==> src/rtl/down_timer_nbit.sv <==
// down_timer_nbit: loadable N-bit down counter with start, hold and
// optional auto-reload. A terminal-count pulse (tc) marks each 1 -> 0/reload
// transition. busy/done are decoded from the registered state only.
//
// Handshake/control semantics: there is no valid/ready pair here. load is a
// level sampled on each rising edge and wins over everything. start is a
// one-cycle request honoured only in IDLE (count!=0) or DONE (reload!=0).
// hold and reload_en are levels sampled on each edge.
module down_timer_nbit #(
  parameter int W = 8
) (
  input  logic         clk,
  input  logic         rst,
  input  logic         load,
  input  logic [W-1:0] load_val,
  input  logic         start,
  input  logic         hold,
  input  logic         reload_en,
  output logic [W-1:0] count,
  output logic         tc,
  output logic         busy,
  output logic         done,
  output logic [1:0]   state_dbg
);

  typedef enum logic [1:0] {
    IDLE = 2'd0,
    RUN  = 2'd1,
    HOLD = 2'd2,
    DONE = 2'd3
  } state_t;

  state_t       state, state_n;
  logic [W-1:0] count_n;
  logic [W-1:0] reload_reg, reload_n;
  logic         tc_n;

  localparam logic [W-1:0] ONE  = {{(W-1){1'b0}}, 1'b1};
  localparam logic [W-1:0] ZERO = '0;

  // State, count, reload value and tc registers; reset clears everything.
  always_ff @(posedge clk or negedge rst) begin
    if (!rst) begin
      state      <= IDLE;
      count      <= ZERO;
      reload_reg <= ZERO;
      tc         <= 1'b0;
    end else begin
      state      <= state_n;
      count      <= count_n;
      reload_reg <= reload_n;
      tc         <= tc_n;
    end
  end

  // Next-state and next-datapath decode; load overrides every state.
  always_comb begin
    state_n  = state;
    count_n  = count;
    reload_n = reload_reg;
    tc_n     = 1'b0;
    if (load) begin
      count_n  = load_val;
      reload_n = load_val;
      state_n  = IDLE;
    end else begin
      case (state)
        IDLE: begin
          // Entering RUN does not decrement on the same edge.
          if (start && (count != ZERO)) state_n = RUN;
        end
        RUN: begin
          if (hold) begin
            state_n = HOLD;
          end else if (count == ONE) begin
            tc_n = 1'b1;
            if (reload_en) begin
              count_n = reload_reg;
            end else begin
              count_n = ZERO;
              state_n = DONE;
            end
          end else if (count == ZERO) begin
            // Unreachable in normal use; stop cleanly without a tc pulse.
            state_n = DONE;
          end else begin
            count_n = count - ONE;
          end
        end
        HOLD: begin
          // Resume costs one cycle: no decrement on the release edge.
          if (!hold) state_n = RUN;
        end
        DONE: begin
          if (start && (reload_reg != ZERO)) begin
            count_n = reload_reg;
            state_n = RUN;
          end
        end
        default: state_n = IDLE;
      endcase
    end
  end

  // Status outputs decoded purely from the registered state.
  always_comb begin
    busy      = (state == RUN) || (state == HOLD);
    done      = (state == DONE);
    state_dbg = state;
  end

endmodule

==> config.mk <==
export PLATFORM = sky130hd
export DESIGN_NAME = down_timer_nbit
export DESIGN_NICKNAME = d
export VERILOG_FILES = /design/src/rtl/down_timer_nbit.sv
export SDC_FILE = /design/constraint.sdc
export NUM_CORES = 1
export LEC_CHECK = 0
export ABC_CLOCK_PERIOD_IN_PS = 2050
export CAP_MARGIN = 20
export CORE_ASPECT_RATIO = 2
export CORE_UTILIZATION = 47
export CTS_BUF_LIST = sky130_fd_sc_hd__clkbuf_4
export DETAILED_ROUTE_END_ITERATION = 10
export PLACE_DENSITY = 0.74
export SLEW_MARGIN = 20
export SYNTH_ARGS = -nofsm -noshare
export SYNTH_HDL_FRONTEND = slang
export SYNTH_SLANG_ARGS = --single-unit
==> constraint.sdc <==
create_clock -name clk -period 2.05 [get_ports clk]
set_clock_uncertainty 0.2 [all_clocks]
set_input_delay 0.3075 -clock clk [delete_from_list [all_inputs] [get_ports clk]]
set_output_delay 0.3075 -clock clk [all_outputs]
set_load 0.05 [all_outputs]
Yosys cells after proc, flatten, opt, wreduce, memory -nomap -nowiden
Index checks and enable logic that the tools add are counted. W data, S select, Z words.

Logic and storage cells: 46. Output and inout bits: 13. Register bits after elaboration: 19. Input port bits: 14.

Eq/ne operators: 11. Add/sub/neg operators: 1. Reduce and logical (&&, ||, !) cells: 10. Muxes and demuxes: 20.

Operator list (count): $mux W8 (6); $mux W2 (8); $pmux W8 S2 (1); $reduce_bool A8 Y1 (2); $ne A5 B5 Y1 const B (2); $ne A3 B3 Y1 const B (3); $eq A8 B1 Y1 const B (1); $logic_not A8 Y1 (1); $pmux W2 S4 (1); $sub A8 B1 Y8 const B (1); $reduce_and A5 Y1 (1); $eq A2 B2 Y1 const B (2); $mux W1 (4); $ne A4 B4 Y1 const B (1); $reduce_and A4 Y1 (1); $ne A3 B2 Y1 const B (1); $reduce_bool A3 Y1 (1); $eq A2 B1 Y1 const B (1); $logic_and A1 B1 Y1 (2); $logic_not A2 Y1 (1); $logic_or A1 B1 Y1 (1).

Logic depth before layout (Yosys ltp)
Gate-level depths: netlist of the first run.

Depth after elaboration: 6. Mapped depth: 8. Depth with buffers taken out: 7.

Least setup slack after synthesis of the first run
No wires, ideal clock.

Path type: register -> register. Start point: reg count[4]. End point: reg count[5]. Library setup time: 0.125 ns. Period minus slack after synthesis: 2.543 ns. Cell stages (with the launch flop): 7. Data required time: 1.725 ns. Buffers on the path: 1. Setup slack: -0.493 ns. Arrival time: 2.218 ns. Cell sequence: dfrtp_1 > buf_2 > nor4_4 > a41oi_1 > mux2_4 > a21oi_4 > mux2_2.

Longest elaborated chain between the ends: 6. Elaborated cells between the ends (all ways): 10. Classes of those cells: add/sub (1); eq/ne (2); mux (5); reduce/logical (2).

Ends and longest elaborated chain: start, declared (line 19) `output logic [W-1:0] count,`; start signal, assigned (line 50) `count <= count_n;`; $sub A8 B1 Y8 (line 87) `count_n = count - ONE;`; $mux W8 (line 83) `end else if (count == ZERO) begin`; $mux W8 (line 75) `end else if (count == ONE) begin`; $mux W8 (line 73) `if (hold) begin`; $pmux W8 S2 (line 67) `case (state)`; $mux W8 (line 62) `if (load) begin`.

Several ways; a longest one is shown, not always the timed one. The select of a mux whose other input is x is not followed. A chain may end at the register's enable or synchronous reset.

Worst setup path after layout of the first run
Start point: reg count[6]. End point: reg count[1].

Longest elaborated chain between the ends: 5. Elaborated cells between the ends (all ways): 8. Classes of those cells: eq/ne (2); mux (4); reduce/logical (2).

Ends and longest elaborated chain (line): $eq A8 B1 Y1 (75); $mux W8 (75); $mux W8 (73); $pmux W8 S2 (67); $mux W8 (62).

Several ways; a longest one is shown, not always the timed one. The select of a mux whose other input is x is not followed.

==> results.py, run 1 <==
metrics = {
    "status": {
        "outcome": "complete, but fails checks",
        "violations": "negative setup slack",
    },
    "critical_path": {
        "r2r_slack_ps": -130,
        "r2r-start": "count[6]",
        "arrival_ps": 2180,
        "crit_path_frequent_cell": "mux2_4",
        "required_ps": 2050,
        "reg2reg_depth": 6,
        "r2r_end": "count[1]",
        "critPathMaxStageDelay_ps": 440,
        "cp_max_fo": 8,
        "startpoint_type": "register",
        "worstPathCellList": "nor4_4 > a41oi_1 > mux2_4 > a21oi_4 > buf_12 > mux2_4",
        "cp_slowest_cell": "dfrtp_2",
        "critPathKind": "reg2reg",
        "cp_top_family": "multiplexers",
        "critPathBufInv": 1,
        "critPathCaptureType": "register",
    },
    "clock_network": {
        "root_buffer": "clkbuf_4",
        "clock_latency_ps": 300,
        "h-tree-depth": 1,
        "clockBufferDepth": 2,
        "cts_num_sinks": 19,
        "path_clk_slew_ps": 120,
        "hold_buffers": 0,
        "cts_made_buffers": 3,
        "cts_tree": "built",
    },
    "die": {
        "rows": 25,
        "die_x_um": 38.2,
        "core_area_um2": 2410,
        "dieArea_um2": 2840,
        "io_pins": 27,
        "die_h_um": 74.3,
        "start_util_pct": 51.1,
    },
    "yosys": {
        "synth.area.top_cells": "dfrtp_1 (39%), mux2_2 (8.2%), ha_1 (7.1%)",
        "netlist.area_leader.share_pct": 38.7,
        "avgSynthCellArea_um2": 9.84,
        "synthesis.nets": 146,
        "synth_top_flop_cell": "dfrtp_1",
        "synth_edf_count": 0,
        "synth_cells": 125,
        "synth_top_family_by_area": "simple AND/OR/NAND/NOR gates",
        "synthAdderAreaFrac_pct": 7.12,
        "synth_xor_area_share_pct": 0.712,
        "synth_seq_cells": 19,
        "synthDistinctLibCells": 36,
        "synthSimpleGateAreaFrac_pct": 19.1,
        "ys_async_sr_fraction_pct": 100,
        "synth_compound_gate_area_share_pct": 17.8,
        "yosysWarnings": 0,
        "synth_most_common_cell": "dfrtp_1",
        "synth_area_um2": 1230,
        "synth_common_cells": "dfrtp_1 (19), nand2_1 (18), mux2_2 (9), inv_1 (8), ha_1 (7)",
        "yosys.area.top_type": "dfrtp_1",
        "ys_seq_area_share_pct": 38.7,
        "synthMuxAreaShare_pct": 12.8,
    },
    "drt": {
        "viasPerCell": 5.79,
        "ant_nets": 0,
        "drtIter0Drc": 22,
        "wirelength_mm": 3.92,
        "wl_per_cell_um": 18.7,
        "num_vias": 1215,
        "dr.pass1.iters": 4,
        "post-route-drc-count": 0,
    },
    "timing": {
        "min_period_over_period_pct": 106,
        "worst_slack_ps": -126,
        "finalSetupViolCount": 10,
        "slew_viol_final": 0,
        "worstMarginPinSlew_ps": 510,
        "finalHoldViolations": 0,
        "max_freq_mhz": 460,
        "period_needed_ps": 2180,
        "max_slew_margin_pct": 66.2,
        "rsz0062_at_grt": "yes",
    },
    "global_route": {
        "grt_antenna_before_repair": 0,
        "grt_pass1_vias": 1218,
        "grt_pass1_wl_mm": 5.78,
        "overflow": 0,
        "grt_usage_pct": 30.1,
        "grt_max_degree": 20,
    },
    "power_and_ir_drop": {
        "leakagePower_nw": 0.847,
        "power_w": 0.00277,
        "power.density_nw_per_um2": 1470,
        "vdd.ir_drop.worst_mv": 1.10,
    },
    "cells_and_area": {
        "area_growth_pct": 53.0,
        "fillers": 166,
        "drive_gt1_share_pct": 47.5,
        "num_antenna_cells": 0,
        "fin_area_um2": 1880,
        "multiInputGateArea_um2": 806,
        "seqCellArea_um2": 485,
        "final_nets": 205,
    },
    "worst_hold_path": {
        "min_path_type": "in2async",
    },
    "placed_design": {
        "dp.final_hpwl_mm": 2.87,
        "routabilityCongestion": 0.816,
        "place_area_um2": 1740,
        "portBuffers": 26,
    },
    "job": {
        "drv_cap": 0,
    },
}
stage by stage:
step / worst slack [ps] / hold WS, ps / instances / setup TNS (ps) / utilization (%)
floorplan: -306 / -188 / 125 / -2560 / -
global placement: -180 / 287 / 205 / -1520 / 72.3
detailed placement: -294 / 298 / 205 / -2420 / 72.3
CTS: -95.9 / 117 / 210 / -813 / 76.4
global route: -167 / 142 / 210 / -1430 / 78.1
finish: -126 / 120 / 210 / -1010 / 78.1
cell families after synthesis:
group / after synthesis
AO/OA/AOI/OAI: 28
XOR/XNOR: 1
adder cells (fa/ha/maj): 7
buffers and inverters: 12
flip-flops: 19
multiplexers: 14
AND/OR/NAND/NOR: 44
per-layer routing:
metal | vias up | global-route usage (%) | part of all wire, %
met5 | - | 0 | 0
met4 | 0 | 20.2 | 6.1
met3 | 20 | 4.18 | 3.0
met2 | 38 | 54.0 | 55
met1 | 578 | 29.8 | 36
li1 | 579 | - | -
layout by cell type, fill, tap and decap left out, drive strengths merged, types with 2 or more instances in the layout:
master          n
a21oi           5
nor2            6
nand2b          5
o221ai          5
inv             8
mux2           11
nand3           4
or2             2
o31ai           2
clkbuf          3
mux2i           3
buf            43
o21ai           4
nor4            2
ha              7
nand2          18
clkdlybuf4s50  14
a41oi           4
or4             3
dfrtp          19
worst max-delay path by stage:
stage / from / to / cells after the start
finish: count[6] / count[1] / 6
global route: count[6] / count[6] / 6
CTS: count[4] / count[0] / 6
detailed placement: reload_reg[2] / count[0] / 5
global placement: reload_reg[2] / count[4] / 5
floorplan: count[6] / count[0] / 5
power breakdown:
group          leakage [nW]  internal [W]  switching [W]  total, W
clock network        0.0139     0.0000744       0.000126  0.000200
logic                 0.610      0.000851        0.00110   0.00196
registers             0.224      0.000499       0.000111  0.000609
layout make-up:
class	instances	share of cell area, %
Timing Repair Buffer	58	26.4
Tap cell	27	1.80
Inverter	8	1.60
Sequential cell	19	25.8
Clock inverter	1	0.399
Multi-Input combinational cell	94	42.8
Clock buffer	3	1.20
timing repair:
action,CTS,global route
gates cloned,0,0
endpoints found under the setup margin,11,10
endpoints found under the hold margin,0,0
pin swaps,3,1
resized for setup,14,9
setup buffers,1,0
No activity file was read; power rests on OpenSTA's default activity.
==> inputs of run 2 (changes only) <==
Settings changed: TNS_END_PERCENT from default to 20.
==> results.py, run 2 (synthesis results as in run 1) <==
metrics = {
    "critical_path": {
        "r2r-start": "count[6]",
        "arrival_ps": 2210,
        "cp_max_fo": 8,
        "required_ps": 2050,
        "startpoint_type": "register",
        "critPathCaptureType": "register",
        "cp-startpoint": "count[6]",
        "reg2reg_depth": 6,
        "critPathKind": "reg2reg",
    },
    "clock_network": {
        "h-tree-depth": 1,
        "root_buffer": "clkbuf_4",
        "cts_tree": "built",
        "clock_latency_ps": 310,
        "cts_num_sinks": 19,
        "clockBufferDepth": 2,
        "path_clk_slew_ps": 110,
        "cts_made_buffers": 3,
    },
    "placed_design": {
        "dp.final_hpwl_mm": 2.76,
        "routabilityCongestion": 0.901,
        "portBuffers": 26,
        "place_ws_ps": -274,
        "dp_cells": 202,
    },
    "global_route": {
        "grt_antenna_before_repair": 0,
        "overflow": 0,
        "grt_pass1_vias": 1192,
        "grt_pass1_wl_mm": 5.51,
        "grt_max_degree": 20,
        "grt_usage_pct": 28.2,
    },
    "timing": {
        "period_needed_ps": 2210,
        "worstMarginPinSlew_ps": 487,
        "min_period_over_period_pct": 108,
        "max_freq_mhz": 453,
        "rsz0062_at_grt": "yes",
        "finalHoldViolations": 0,
        "slew_viol_final": 0,
        "setup_tns_ps": -1190,
        "timing.hold.ws_ps": 131,
        "finalSetupViolCount": 8,
        "worst_slack_ps": -156,
        "max_slew_margin_pct": 67.4,
    },
    "die": {
        "core_area_um2": 2410,
        "dieArea_um2": 2840,
        "rows": 25,
        "io_pins": 27,
        "die_h_um": 74.3,
        "start_util_pct": 51.1,
        "die_x_um": 38.2,
    },
    "status": {
        "outcome": "complete, but fails checks",
        "violations": "negative setup slack",
    },
    "cells_and_area": {
        "final_nets": 204,
        "area_growth_pct": 52.9,
        "post-route-util_pct": 78.1,
        "fillers": 157,
        "layout_common_cells": "buf_4 (39), nand2_1 (18), clkdlybuf4s50_1 (14)",
        "fin_cells": 209,
        "final_common_cell": "buf_4",
        "num_antenna_cells": 0,
        "drive_gt1_share_pct": 44.5,
    },
    "drt": {
        "dr.pass1.iters": 4,
        "ant_nets": 0,
        "drtIter0Drc": 42,
        "wl_per_cell_um": 17.6,
        "num_vias": 1207,
        "post-route-drc-count": 0,
        "viasPerCell": 5.78,
        "wirelength_mm": 3.68,
    },
    "job": {
        "drv_cap": 0,
    },
    "power_and_ir_drop": {
        "leakagePower_nw": 0.851,
        "vdd.ir_drop.worst_mv": 0.911,
        "power.density_nw_per_um2": 1480,
    },
    "worst_hold_path": {
        "min_path_type": "in2async",
    },
}
## run 2: layout make-up
cell class | instances | area [um^2] | share of cell area, %
sequential | 19 | 483 | 25.7
tap | 27 | 33.8 | 1.80
multi-input combinational | 94 | 800 | 42.5
inverter | 8 | 30.0 | 1.60
clock buffer | 4 | 30.0 | 1.60
timing repair buffer | 57 | 504 | 26.8
## run 2: metal layers
| layer | vias to the layer above | GRT usage (%) | routed length (um) | part of all wire, % |
|---|---|---|---|---|
| met4 | 0 | 15.9 | 152 | 4.1 |
| met1 | 583 | 29.6 | 1380 | 38 |
| met5 | - | 0 | 0 | 0 |
| met3 | 11 | 3.28 | 76 | 2.1 |
| li1 | 575 | - | - | - |
| met2 | 38 | 50.8 | 2060 | 56 |
## run 2: repair_timing
| item | in CTS | in global routing |
|---|---|---|
| endpoints found under the setup margin | 10 | 10 |
| pin swaps | 2 | 3 |
| hold endpoints to repair | 0 | 0 |
| hold buffers | 0 | 0 |
| resized for setup | 6 | 14 |
| setup buffers | 0 | 3 |
## run 2: path summary, 6_finish.rpt
kind                                 endpoint  slack (ps)
worst min-delay path            reload_reg[7]         130
min in group clk                reload_reg[6]         320
worst min register to register  reload_reg[6]         320
worst max-delay path                 count[2]        -160
max in group asynchronous            count[7]        1300
worst max register to register       count[2]        -160
## run 2: stage by stage
stage | instance area [um^2] | total power (W)
2_1_floorplan | 1240 | 0.00163
4_1_cts | 1780 | 0.00260
6_report | 1880 | 0.00278
5_1_grt | 1880 | 0.00292
3_5_place_dp | 1730 | 0.00235
3_3_place_gp | 1730 | 0.00229
## run 2: report_power, final
group          switching (W)  internal, W  total, W
Sequential          0.000102     0.000496  0.000598
Combinational        0.00111     0.000860   0.00197
Clock               0.000121    0.0000894  0.000210
Total                0.00133      0.00144   0.00278
## run 2: critical path, cell delays in order (launching register included)
cell	delay [ps]
dfrtp_2	440
nor4_4	370
a41oi_2	170
mux2_4	300
a21oi_4	150
buf_12	150
mux2_4	300
